===== src/rtl/debouncer_if.sv =====
// rtl/debouncer_if.sv - debouncer level/strobe bundle
interface debouncer_if #(
  parameter int DATA_WIDTH = 1
);
  logic [DATA_WIDTH-1:0] i_data;
  logic [DATA_WIDTH-1:0] o_data;
  logic [DATA_WIDTH-1:0] o_rise;
  logic [DATA_WIDTH-1:0] o_fall;
  logic [DATA_WIDTH-1:0] o_busy;

  modport master (
    output i_data,
    input  o_data, o_rise, o_fall, o_busy
  );

  modport slave (
    input  i_data,
    output o_data, o_rise, o_fall, o_busy
  );
endinterface


===== src/rtl/debouncer.sv =====
// rtl/debouncer.sv - per-bit glitch filter with rise/fall strobes
module debouncer #(
  parameter int                    DATA_WIDTH    = 1,
  parameter int                    STABLE_CYCLES = 4,
  parameter logic [DATA_WIDTH-1:0] RESET_VALUE   = '0
) (
  input  logic         i_clock,
  input  logic         i_aresetn,
  debouncer_if.slave   bus
);

  localparam int CNT_W = ($clog2(STABLE_CYCLES + 1) < 1) ? 1 : $clog2(STABLE_CYCLES + 1);
  localparam logic [CNT_W-1:0] CNT_LAST = CNT_W'(STABLE_CYCLES - 1);

  logic [CNT_W-1:0]      cnt_q [DATA_WIDTH];
  logic [CNT_W-1:0]      cnt_d [DATA_WIDTH];
  logic [DATA_WIDTH-1:0] data_q, data_d;
  logic [DATA_WIDTH-1:0] rise_q, rise_d;
  logic [DATA_WIDTH-1:0] fall_q, fall_d;
  logic [DATA_WIDTH-1:0] busy;

  // cnt counts consecutive samples that differ from the accepted level
  always_comb begin
    data_d = data_q;
    rise_d = '0;
    fall_d = '0;
    for (int b = 0; b < DATA_WIDTH; b++) begin
      cnt_d[b] = cnt_q[b];
      if (bus.i_data[b] == data_q[b]) begin
        cnt_d[b] = '0;
      end else if (cnt_q[b] == CNT_LAST) begin
        cnt_d[b]  = '0;
        data_d[b] = bus.i_data[b];
        rise_d[b] = bus.i_data[b];
        fall_d[b] = ~bus.i_data[b];
      end else begin
        cnt_d[b] = cnt_q[b] + 1'b1;
      end
    end
  end

  always_ff @(posedge i_clock or negedge i_aresetn) begin
    if (!i_aresetn) begin
      data_q <= RESET_VALUE;
      rise_q <= '0;
      fall_q <= '0;
      for (int b = 0; b < DATA_WIDTH; b++) begin
        cnt_q[b] <= '0;
      end
    end else begin
      data_q <= data_d;
      rise_q <= rise_d;
      fall_q <= fall_d;
      for (int b = 0; b < DATA_WIDTH; b++) begin
        cnt_q[b] <= cnt_d[b];
      end
    end
  end

  always_comb begin
    busy = '0;
    for (int b = 0; b < DATA_WIDTH; b++) begin
      busy[b] = (cnt_q[b] != '0);
    end
  end

  assign bus.o_data = data_q;
  assign bus.o_rise = rise_q;
  assign bus.o_fall = fall_q;
  assign bus.o_busy = busy;

endmodule


===== src/flat_wrapper.sv =====
// flat-port wrapper written by rule: the top's interface ports become plain ports
module debouncer_flat 
#(
  parameter int                    DATA_WIDTH    = 1,
  parameter int                    STABLE_CYCLES = 4,
  parameter logic [DATA_WIDTH-1:0] RESET_VALUE   = '0
)
  (i_clock, i_aresetn, bus_i_data, bus_o_data, bus_o_rise, bus_o_fall, bus_o_busy);
  debouncer_if #(.DATA_WIDTH(DATA_WIDTH)) bus_i ();
  input  logic i_clock;
  input  logic i_aresetn;
  input wire logic [$bits(bus_i.i_data)-1:0] bus_i_data;
  output wire logic [$bits(bus_i.o_data)-1:0] bus_o_data;
  output wire logic [$bits(bus_i.o_rise)-1:0] bus_o_rise;
  output wire logic [$bits(bus_i.o_fall)-1:0] bus_o_fall;
  output wire logic [$bits(bus_i.o_busy)-1:0] bus_o_busy;
  assign bus_i.i_data = bus_i_data;
  assign bus_o_data = bus_i.o_data;
  assign bus_o_rise = bus_i.o_rise;
  assign bus_o_fall = bus_i.o_fall;
  assign bus_o_busy = bus_i.o_busy;
  debouncer #(.DATA_WIDTH(DATA_WIDTH), .STABLE_CYCLES(STABLE_CYCLES), .RESET_VALUE(RESET_VALUE)) u_core (.i_clock(i_clock), .i_aresetn(i_aresetn), .bus(bus_i));
endmodule

===== config.mk =====
export PLATFORM = sky130hd
export DESIGN_NAME = debouncer_flat
export DESIGN_NICKNAME = d
export VERILOG_FILES = /design/src/rtl/debouncer_if.sv /design/src/rtl/debouncer.sv /design/src/flat_wrapper.sv
export SDC_FILE = /design/constraint.sdc
export NUM_CORES = 1
export LEC_CHECK = 0
export ABC_AREA = 1
export ABC_CLOCK_PERIOD_IN_PS = 1100
export CORE_AREA = 2 2 39 41
export CTS_CLUSTER_DIAMETER = 30
export DETAILED_ROUTE_END_ITERATION = 10
export DIE_AREA = 0 0 41 43
export GPL_TIMING_DRIVEN = 0
export PLACE_DENSITY = 0.5
export SLEW_MARGIN = 20
export SYNTH_ARGS = -nofsm -noshare
export SYNTH_HDL_FRONTEND = slang
export SYNTH_SLANG_ARGS = --single-unit

===== constraint.sdc =====
create_clock -name i_clock -period 1.1 [get_ports i_clock]
set_input_delay 0.22 -clock i_clock [delete_from_list [all_inputs] [get_ports i_clock]]
set_output_delay 0.22 -clock i_clock [all_outputs]
set_load 0.005 [all_outputs]

**After elaboration in Yosys (flattened, before gate mapping)**

Cells that the tools add are included.
Widths: inputs -> output; s select.

- Equal/unequal tests: 2
- Bitwise gates (word level): 2
- Reductions and logical operators: 2
- Multiplexer cells: 6
- Add/sub/neg operators: 1

Operators by type and width:

| kind | count |
|---|---|
| $mux 3 | 2 |
| $mux 1 | 4 |
| $add 3x1->3 const B | 1 |
| $eq 3x2->1 const B | 1 |
| $reduce_bool 3->1 | 1 |
| $not 1->1 | 2 |
| $reduce_and 2->1 | 1 |
| $eq 1x1->1 | 1 |

- Bits in registers: 6
- Input bits: 3
- Word-level logic and storage cells: 17

**Logic depth before layout (Yosys ltp)**

- Depth in word-level cells: 3
- Gate-level depth with buffers: 4

**Worst setup path after synthesis**

Ideal clock, no wire load.

- Kind: register -> register
- Start point: register u_core.cnt_q[0] (netlist bit)
- End point: register u_core.cnt_q[0] (netlist bit)
- Arrival time: 0.793 ns
- Buffers on the path: 0
- Cell stages (with the launch flop): 5
- Library setup time: 0.071 ns
- Slack: 0.236 ns
- Cell sequence: dfrtp_1 -> ha_1 -> nand2_1 -> nand2_1 -> nor2_1

RTL lines:

| element | RTL line | text |
|---|---|---|
| start, declared | debouncer.sv:15 | `logic [CNT_W-1:0] cnt_q [DATA_WIDTH];` |
| start signal, assigned by index | debouncer.sv:55 | `cnt_q[b] <= cnt_d[b];` |

**Worst setup path in the final report**

- Start point: register u_core.cnt_q[0] (netlist bit)
- End point: output port bus_o_busy

- Word-level cells in the longest chain between the ends: 1

RTL lines:

| element | RTL line | text |
|---|---|---|
| $reduce_bool 3->1 | debouncer.sv:63 | `busy[b] = (cnt_q[b] != '0);` |
| end, declared | flat_wrapper.sv:16 | `output wire logic [$bits(bus_i.o_busy)-1:0] bus_o_busy;` |

No other way between the ends.

==> impl_metrics.yaml <==
status:
  status: "complete, but fails checks"
  violations: "negative setup slack"
cts:
  clkSinkCount: 6
  ctsHtreeMaxLevel: 1
  clockRootBuffer: "clkbuf_4"
  cts_inserted_buffers: 3
  hold_buffers: 0
  max-clock-path-buffers: 2
  clock_latency_ns: 0.25
  cts_tree: "done"
  clkTransAtPathRegs_ns: 0.04
drt:
  initialDrtViolationCount: 2
  vias: 219
  routed_wl_um: 511
  vias_per_cell: 3.71
  first_pass_iters: 4
  drc_errors: 0
  wl_per_cell_um: 8.66
  ant_nets: 0
sta:
  hold_violations: 0
  tightest_slew_ns: 0.288
  worst_slack_ns: -0.106
  setup_viol: 1
  rsz0062_at_grt: "true"
  drv_slew: 0
  fin_crit_ns: 1.21
  worst_slew_margin_rel: 0.807
  period_share: 1.10
  clock.fmax_mhz: 829
  final.setup.tns_ns: -0.106
  fin_skew_ns: 0.00477
floorplan:
  rows: 14
  initial_utilization: 0.192
  fp.dieArea_um2: 1760
  die_height_um: 43
  coreArea_um2: 1380
  boundaryPins: 7
  die_w_um: 41
logic_synthesis:
  synthDistinctLibCells: 9
  synth_top_family_by_area: "simple AND/OR/NAND/NOR gates"
  synth_area_um2: 265
  synth_xor_xnor_area_share: 0
  yosys.area_share.simple: 0.241
  ys_ff_latch: 6
  synth.avg_cell_area_um2: 8.84
  synth.net_count: 35
  synth_compound_area_frac: 0
  synthCells: 30
  yosys_warnings: 0
  muxShareOfSynthArea: 0
  synth_fa_ha_area_frac: 0.0943
  ys_seq_area_frac: 0.566
finish:
  fin_cells: 59
  diodes: 0
  drive_gt1_frac: 0.279
  fin_nets: 50
  syn_to_final_growth_pct: 47.2
  finish.instance_area_um2: 390
grt:
  grt_usage: 0.0817
  antenna_found_initial: 0
  grt_max_degree: 7
  grt_pass1_wl_um: 841
  overflow: 0
  grt_pass1_vias: 214
setup_path:
  worstPathRequired_ns: 0.88
  startpoint_type: "flip-flop"
  cpPeakStageDelay_ns: 0.38
  end_kind: "primary output"
  cp.buffers_inverters: 2
  critical_path.cell_chain: "inv_2 -> ha_1 -> nand2_1 -> buf_2"
  arrival_ns: 0.99
  critPathMaxFanout: 2
  crit_family: "flip-flops"
  worst-setup-path-type: "flip-flop to primary output"
  cp_slowest_cell: "dfrtp_1"
place:
  dp_cells: 52
  dp_hpwl_um: 366
  port_buffers: 6
  placed_cell_area_um2: 345
  gp_congestion: 0.640
  post-place-ws_ns: -0.259
job:
  maxCapViolations: 0
pwr:
  peakVddDrop_uv: 713
  powerDensity_nw_per_um2: 2260
  p_leak_nw: 0.216
min_path:
  hp-class: "input pin to async pin"
cell families (layout without fill, tap and decap cells):
family,after synthesis,in the layout
fa+ha+maj,2,2
buf+inv,7,20
flops,6,6
simple gates,15,15
worst register-to-register path: stages (launching register included):
cell,delay (ns)
dfrtp_1,0.38
buf_4,0.14
ha_1,0.21
nand2_1,0.11
nand2_1,0.06
nor2_1,0.10
layout make-up:
cell class / count / area (um2)
Fill cell: 160 / 993
Tap cell: 16 / 20.0
Multi-Input combinational cell: 17 / 88.8
Timing Repair Buffer: 10 / 82.6
Inverter: 7 / 26.3
Clock buffer: 3 / 22.5
Sequential cell: 6 / 150
cell usage after synthesis:
master	n	share of area
nand2_2	2	0.047
inv_2	1	0.014
nor3_1	1	0.019
inv_1	6	0.085
nand2_1	7	0.099
dfrtp_1	6	0.57
ha_1	2	0.094
nor2_1	4	0.057
nand3_1	1	0.019
report_power, final:
| part | switching (mW) | leakage, nW | total, mW | internal (mW) |
|---|---|---|---|---|
| combinational | 0.171 | 0.123 | 0.372 | 0.201 |
| clock | 0.0797 | 0.0138 | 0.203 | 0.123 |
| sequential | 0.0281 | 0.0794 | 0.306 | 0.277 |
per-layer routing:
layer  GRT usage  routed length, um
met1      0.0752                204
met2       0.106                228
met3      0.0471                 44
met4       0.100                 34
met5           0                  0
worst paths after layout:
kind / from / endpoint / slack (ns) / cells after the start
worst max-delay path: u_core.cnt_q[0] / bus_o_busy / -0.11 / 4
worst min-delay path: i_aresetn / u_core.bus.o_fall / 0.22 / 1
worst max register to register: u_core.cnt_q[0] / u_core.cnt_q[0] / 0.03 / 5
worst min register to register: u_core.cnt_q[2] / u_core.cnt_q[2] / 0.51 / 2
max in group asynchronous: i_aresetn / u_core.cnt_q[0] / 0.66 / 1
min in group i_clock: u_core.cnt_q[2] / u_core.cnt_q[2] / 0.51 / 2
what timing repair did:
| item | CTS | global route |
|---|---|---|
| setup endpoints to repair | 4 | 3 |
| resized for setup | 8 | 1 |
| setup buffers | 4 | 0 |
cells in the final DEF, fill, tap and decap left out:
master,n
dfrtp_1,6
nor2_1,4
inv_1,5
buf_2,1
clkbuf_4,3
clkdlybuf4s15_1,1
clkdlybuf4s50_1,2
nor3_1,1
inv_2,2
nand2_2,2
nand2_1,7
dlygate4sd2_1,2
ha_1,2
nand3_1,1
buf_4,4
flip-flops by register name, summed over array words and instances, names as in the netlist:
name	count
u_core.cnt_q	3
u_core.bus.o_data	1
u_core.bus.o_fall	1
u_core.bus.o_rise	1
per-stage QoR:
step | hold slack, ns | utilization | power [mW]
2_1_floorplan | -0.0756 | - | 0.481
3_3_place_gp | 0.494 | 0.250 | 0.614
3_5_place_dp | 0.495 | 0.250 | 0.625
4_1_cts | 0.234 | 0.281 | 0.893
5_1_grt | 0.259 | 0.282 | 0.960
6_report | 0.218 | 0.282 | 0.881
Power figures use the tool's default switching activity.
